==> config.mk <==
export PLATFORM = sky130hd
export DESIGN_NAME = counter_sequencer
export DESIGN_NICKNAME = d
export VERILOG_FILES = /design/src/rtl/counter_pkg.sv /design/src/rtl/cmd_fifo.sv /design/src/rtl/counter_sequencer.sv
export SDC_FILE = /design/constraint.sdc
export NUM_CORES = 1
export LEC_CHECK = 0
export BUFFER_PORTS_ARGS = -buffer_cell sky130_fd_sc_hd__buf_2
export CAP_MARGIN = 20
export CORE_MARGIN = 2
export CORE_UTILIZATION = 53
export CTS_BUF_LIST = sky130_fd_sc_hd__clkbuf_4
export DETAILED_ROUTE_END_ITERATION = 8
export GPL_ROUTABILITY_DRIVEN = 1
export MAX_ROUTING_LAYER = met4
export PLACE_DENSITY_LB_ADDON = 0.1
export SLEW_MARGIN = 20
export SYNTH_ARGS = -nofsm -noshare
export SYNTH_HDL_FRONTEND = slang
export SYNTH_SLANG_ARGS = --single-unit
==> constraint.sdc <==
create_clock -name clock -period 1.8 [get_ports clock]
set_input_delay 0.18 -clock clock [delete_from_list [all_inputs] [get_ports clock]]
set_output_delay 0.18 -clock clock [all_outputs]
set_load 0.01 [all_outputs]
==> src/rtl/counter_pkg.sv <==
// Shared definitions for the counter sequencer: FSM state encoding and default sizing.
// Pure definitions only, no logic; imported by the sequencer and its command FIFO.
// WIDTH/TIMEOUT defaults match the 3-bit up-counter this block drives.
package counter_pkg;

    localparam int DEF_WIDTH   = 3;
    localparam int DEF_TIMEOUT = 12;

    typedef enum logic [1:0] {
        IDLE = 2'd0,
        LOAD = 2'd1,
        RUN  = 2'd2,
        RESP = 2'd3
    } state_t;

endpackage

==> src/rtl/cmd_fifo.sv <==
// Two-entry command FIFO with a registered push-ready flag.
// Latency: an entry pushed on one edge is visible at the head from the next cycle.
// Backpressure: push_rdy drops the cycle after the FIFO fills and rises the cycle after a pop.
module cmd_fifo #(
    parameter int W = 3
) (
    input  logic         clock,
    input  logic         reset,
    input  logic         push_vld,
    output logic         push_rdy,
    input  logic [W-1:0] push_dat,
    input  logic         pop,
    output logic [W-1:0] head_dat,
    output logic         empty
);

    logic [W-1:0] mem [2];
    logic         wr_ptr;
    logic         rd_ptr;
    logic [1:0]   cnt;
    logic [1:0]   cnt_nxt;
    logic         full;
    logic         do_push;
    logic         do_pop;

    assign full     = (cnt == 2'd2);
    assign empty    = (cnt == 2'd0);
    assign head_dat = mem[rd_ptr];
    assign do_push  = push_vld && push_rdy && !full;
    assign do_pop   = pop && !empty;

    always_comb begin
        cnt_nxt = cnt;
        if (do_push && !do_pop) begin
            cnt_nxt = cnt + 2'd1;
        end else if (do_pop && !do_push) begin
            cnt_nxt = cnt - 2'd1;
        end
    end

    always_ff @(posedge clock) begin
        if (do_push) begin
            mem[wr_ptr] <= push_dat;
        end
    end

    // Ready is registered, so it is computed from the count we are about to hold.
    always_ff @(posedge clock or negedge reset) begin
        if (!reset) begin
            wr_ptr   <= 1'b0;
            rd_ptr   <= 1'b0;
            cnt      <= 2'd0;
            push_rdy <= 1'b1;
        end else begin
            if (do_push) wr_ptr <= ~wr_ptr;
            if (do_pop)  rd_ptr <= ~rd_ptr;
            cnt      <= cnt_nxt;
            push_rdy <= (cnt_nxt != 2'd2);
        end
    end

endmodule

==> src/rtl/counter_sequencer.sv <==
// Sequences buffered start-value commands through the up-counter and reports increment counts.
// Latency: load two cycles after accept into an idle empty queue; response the cycle after done.
// Backpressure: cmd_ready follows the 2-entry queue; RESP holds until rsp_ready.
module counter_sequencer
    import counter_pkg::*;
#(
    parameter  int WIDTH   = DEF_WIDTH,
    parameter  int TIMEOUT = DEF_TIMEOUT,
    localparam int CW      = $clog2(TIMEOUT + 1)
) (
    input  logic             clock,
    input  logic             reset,
    input  logic             cmd_valid,
    output logic             cmd_ready,
    input  logic [WIDTH-1:0] cmd_value,
    output logic             load,
    output logic [WIDTH-1:0] in,
    output logic             inc,
    input  logic             done,
    output logic             rsp_valid,
    input  logic             rsp_ready,
    output logic [CW-1:0]    rsp_count,
    output logic             rsp_err
);

    state_t           state;
    logic [CW-1:0]    inc_cnt;
    logic [CW-1:0]    inc_cnt_nxt;
    logic             fifo_empty;
    logic             fifo_pop;
    logic [WIDTH-1:0] fifo_head;

    cmd_fifo #(.W(WIDTH)) u_cmd_fifo (
        .clock    (clock),
        .reset    (reset),
        .push_vld (cmd_valid),
        .push_rdy (cmd_ready),
        .push_dat (cmd_value),
        .pop      (fifo_pop),
        .head_dat (fifo_head),
        .empty    (fifo_empty)
    );

    assign fifo_pop = (state == IDLE) && !fifo_empty;

    // inc is the only combinational output: the counter must stop the same cycle done rises.
    assign inc = (state == RUN) && !done;

    assign inc_cnt_nxt = (inc_cnt == CW'(TIMEOUT)) ? inc_cnt : inc_cnt + CW'(1);

    always_ff @(posedge clock or negedge reset) begin
        if (!reset) begin
            state     <= IDLE;
            load      <= 1'b0;
            in        <= '0;
            inc_cnt   <= '0;
            rsp_valid <= 1'b0;
            rsp_count <= '0;
            rsp_err   <= 1'b0;
        end else begin
            load <= 1'b0;
            case (state)
                IDLE: begin
                    if (!fifo_empty) begin
                        in    <= fifo_head;
                        load  <= 1'b1;
                        state <= LOAD;
                    end
                end
                LOAD: begin
                    inc_cnt <= '0;
                    state   <= RUN;
                end
                RUN: begin
                    if (done) begin
                        rsp_valid <= 1'b1;
                        rsp_count <= inc_cnt;
                        rsp_err   <= 1'b0;
                        state     <= RESP;
                    end else if (inc_cnt_nxt == CW'(TIMEOUT)) begin
                        inc_cnt   <= inc_cnt_nxt;
                        rsp_valid <= 1'b1;
                        rsp_count <= inc_cnt_nxt;
                        rsp_err   <= 1'b1;
                        state     <= RESP;
                    end else begin
                        inc_cnt <= inc_cnt_nxt;
                    end
                end
                RESP: begin
                    if (rsp_ready) begin
                        rsp_valid <= 1'b0;
                        state     <= IDLE;
                    end
                end
                default: state <= IDLE;
            endcase
        end
    end

endmodule

==> results.py <==
metrics = {
    "synth": {
        "yosys.cell_types.count": 36,
        "synth_edf_count": 6,
        "synthesis.nets": 142,
        "ys_seq_area_frac": 0.515,
        "synthesis.instances": 126,
        "avgSynthCellArea_sq_um": 10.9,
        "postSynthRegisterBits": 27,
        "synth_top_area_frac": 0.364,
        "synth.cell_area_sq_mm": 0.00137,
        "synth_area_leaders": "sky130_fd_sc_hd__dfrtp_1 (36%), sky130_fd_sc_hd__edfxtp_1 (13%), sky130_fd_sc_hd__ha_1 (7.3%)",
        "dominantRegCellSynth": "sky130_fd_sc_hd__dfrtp_1",
        "proportion_of_synthesized_flip_flops_having_asynchronous_set_or_reset": 0.778,
        "post-synth-top-area-cell": "sky130_fd_sc_hd__dfrtp_1",
        "yosysWarnings": 0,
    },
    "pwr": {
        "share_comb_of_total_power": 0.508,
        "pwr_density_cell_mw_per_mm2": 1550,
        "power.switching_fraction": 0.391,
        "worst_ir_drop_vdd_v": 0.00118,
        "switchingPower_mw": 1.02,
        "report.power.total_mw": 2.60,
        "cell_internal_power_mw": 1.58,
        "power_frac_seq": 0.389,
        "cellLeakagePower_nw": 0.767,
        "power.share.clock": 0.103,
    },
    "sta": {
        "fmax_mhz": 522,
        "finalWorstSetupSlack_ns": -0.115,
        "worst_slew_margin_rel": 0.678,
        "skew_ns": 0.00401,
        "finalCriticalPeriod_ns": 1.91,
        "setup_tns_ns": -0.389,
        "final_max_slew_viol_count": 0,
        "setup_repair_after_global_routing_missed_its_margin": "yes",
        "period_utilization_post_route": 1.06,
        "setup-violations-final": 7,
        "max_slew.worst_pin.slew_ns": 0.484,
        "finalHoldViolCount": 0,
    },
    "floorplan": {
        "rows": 18,
        "die_height_um": 54.9,
        "initial_utilization": 0.555,
        "fp.coreArea_sq_mm": 0.00248,
        "fp.dieW_um": 54.9,
        "io_pins": 20,
        "die_area_sq_mm": 0.00302,
    },
    "clock_network": {
        "insertion_delay_ns": 0.32,
        "cts-buffers-inserted": 3,
        "root_cell_of_the_clock_tree": "sky130_fd_sc_hd__clkbuf_4",
        "cts_tree": "built",
        "cts-root-to-sink-buffers": 2,
        "clock_sink_count": 27,
        "path_clk_slew_ns": 0.15,
        "cts.htree.levels": 1,
    },
    "final_layout": {
        "n_antenna_cell": 0,
        "final.fill_count": 198,
        "drive_gt1_frac": 0.363,
        "fin_nets": 177,
        "final_cell_mix": "sky130_fd_sc_hd__dfrtp_1 (19), sky130_fd_sc_hd__buf_2 (19), sky130_fd_sc_hd__buf_4 (16)",
        "flow.area_growth_from_synthesis_pct": 21.9,
    },
    "setup_path": {
        "timing_worst_setup_path_type": "flop to flop",
        "cp_max_fo": 5,
        "critical_path.reg2reg.endpoint": "rsp_count[2]$_DFFE_PN0P_",
        "crit_path_end_kind": "flop",
        "timing.critical_path.required_ns": 2.05,
        "cp-start-kind": "flop",
        "worst-r2r-setup-slack_ns": -0.11,
        "timing.critical_path.from": "inc_cnt[0]$_DFFE_PN0P_",
        "worst_r2r_path_depth": 6,
        "cp.arrival_ns": 2.17,
        "regToRegStartpoint": "inc_cnt[0]$_DFFE_PN0P_",
    },
    "global_route": {
        "pin_count_of_the_biggest_net_entering_global_routing": 22,
        "grt_util_all_layers": 0.205,
        "first_global_vias": 953,
        "antenna_violations_before_repair": 0,
        "grt.met2_usage": 0.339,
        "groute.layer.met1.usage": 0.237,
        "grt_first_pass_wirelength_mm": 4.14,
        "gr-max-usage-layer": "met2",
        "grt_met3_usage": 0.0269,
        "grt-ovfl-total": 0,
    },
    "place": {
        "hpwlAfterDp_mm": 1.97,
        "io_buffers": 19,
        "globalplace.congestion": 0.862,
    },
    "job": {
        "maxcap_violations": 0,
    },
    "min_path": {
        "hold_end": "u_cmd_fifo.mem[1][0]$_DFFE_PP_",
        "hold-path-cell-count": 1,
        "timing.hold.worst.class": "primary input to flop",
        "min_from": "cmd_value[0]",
    },
    "route": {
        "avgRoutedWirePerCell_um": 14.5,
        "detailedRoute.firstIterationViolations": 21,
        "remaining_number_of_nets_flagged_by_the_antenna_check_after_routing": 0,
        "num_vias": 1029,
        "drc_viols": 0,
        "via_per_inst": 5.42,
        "first_pass_iters": 6,
        "wirelength_mm": 2.75,
    },
    "status": {
        "run_status": "finished with violations",
        "violations_in_the_final_reports": "setup timing",
    },
}
-- through the flow --
| step | hold WS, ns | std cells | setup WS [ns] | cell area [sq um] | util |
|---|---|---|---|---|---|
| CTS | 0.0191 | 189 | -0.0563 | 1650 | 0.667 |
| detailed placement | 0.171 | 181 | -0.0830 | 1580 | 0.639 |
| global route | 0.0104 | 190 | -0.182 | 1680 | 0.676 |
| finish | 0.0351 | 190 | -0.115 | 1680 | 0.676 |
| global placement | 0.163 | 181 | -0.0490 | 1580 | 0.639 |
| floorplan | -0.116 | 126 | -0.0297 | 1390 | - |
-- logic make-up after synthesis --
group,count (synthesis),share of synthesized area
buffers and inverters,19,0.0583
AOI/OAI and AO/OA,31,0.158
xor gates and xnor gates,4,0.0255
and+or+nand+nor,30,0.116
muxes,7,0.0556
DFF,27,0.515
adders and majority gates,8,0.0729
-- area by class of cell --
class	count	area, sq um	share of cell area
Multi-Input combinational cell	80	626	0.373
Sequential cell	27	708	0.423
Inverter	13	48.8	0.0291
Tap cell	30	37.5	0.0224
Clock inverter	1	7.51	0.00448
Timing Repair Buffer	36	225	0.134
Clock buffer	3	22.5	0.0134
-- layer usage --
metal	part of all wire	wire length (um)
met1	0.45	1230
met2	0.49	1360
met3	0.037	101
met4	0.022	61
met5	0	0
-- worst max-delay path, cell delays in order (launching register included) --
cell	delay (ns)
sky130_fd_sc_hd__dfrtp_2	0.44
sky130_fd_sc_hd__ha_2	0.22
sky130_fd_sc_hd__nor2b_2	0.17
sky130_fd_sc_hd__a211oi_2	0.07
sky130_fd_sc_hd__a2111oi_4	0.47
sky130_fd_sc_hd__o21a_2	0.26
sky130_fd_sc_hd__mux2i_1	0.20
-- worst max path at each step --
stage	end	depth (start not counted)	slack [ns]
after global routing	rsp_count[2]$_DFFE_PN0P_	6	-0.18
after floorplan	state[1]$_DFFE_PN0P_	7	-0.03
after CTS	state[1]$_DFFE_PN0P_	7	-0.06
after global placement	state[1]$_DFFE_PN0P_	7	-0.05
final	rsp_count[2]$_DFFE_PN0P_	6	-0.11
after detailed placement	state[1]$_DFFE_PN0P_	7	-0.08
-- cell usage after synthesis (all sizes together), types with 2 or more instances --
| cell type | instances |
|---|---|
| nand2 | 8 |
| ha | 8 |
| inv | 13 |
| edfxtp | 6 |
| o21ai | 9 |
| a21oi | 9 |
| clkbuf | 4 |
| nor2 | 4 |
| nand4 | 2 |
| nand2b | 2 |
| buf | 2 |
| xnor2 | 4 |
| dfrtp | 20 |
| o31ai | 2 |
| nor2b | 6 |
| nand3b | 2 |
| nand3 | 4 |
| mux2i | 5 |
| mux2 | 2 |
-- timing repair --
item,CTS,global route
setup buffers,3,1
hold endpoints to repair,20,0
hold buffers,1,0
pin swaps,0,10
endpoints found under the setup margin,7,8
gates resized for setup,3,6
-- sequential cells by signal, summed over array words and instances, names as in the netlist --
name and count:
u_cmd_fifo.wr_ptr 1, rsp_count 4, u_cmd_fifo.mem 6, state 2, in 3, load 1
u_cmd_fifo.cnt 2, rsp_valid 1, rsp_err 1, inc_cnt 4, u_cmd_fifo.rd_ptr 1, u_cmd_fifo.push_rdy 1
-- power by group through the flow --
stage | sequential (mW) | clock [mW] | combinational [mW]
after floorplan | 1.03 | 0 | 0.876
after detailed placement | 1.02 | 0 | 1.25
final | 1.01 | 0.268 | 1.32
after global routing | 1.04 | 0.297 | 1.47
after global placement | 1.01 | 0 | 1.21
after CTS | 1.01 | 0.282 | 1.30
(Power assumes the default switching activity.)
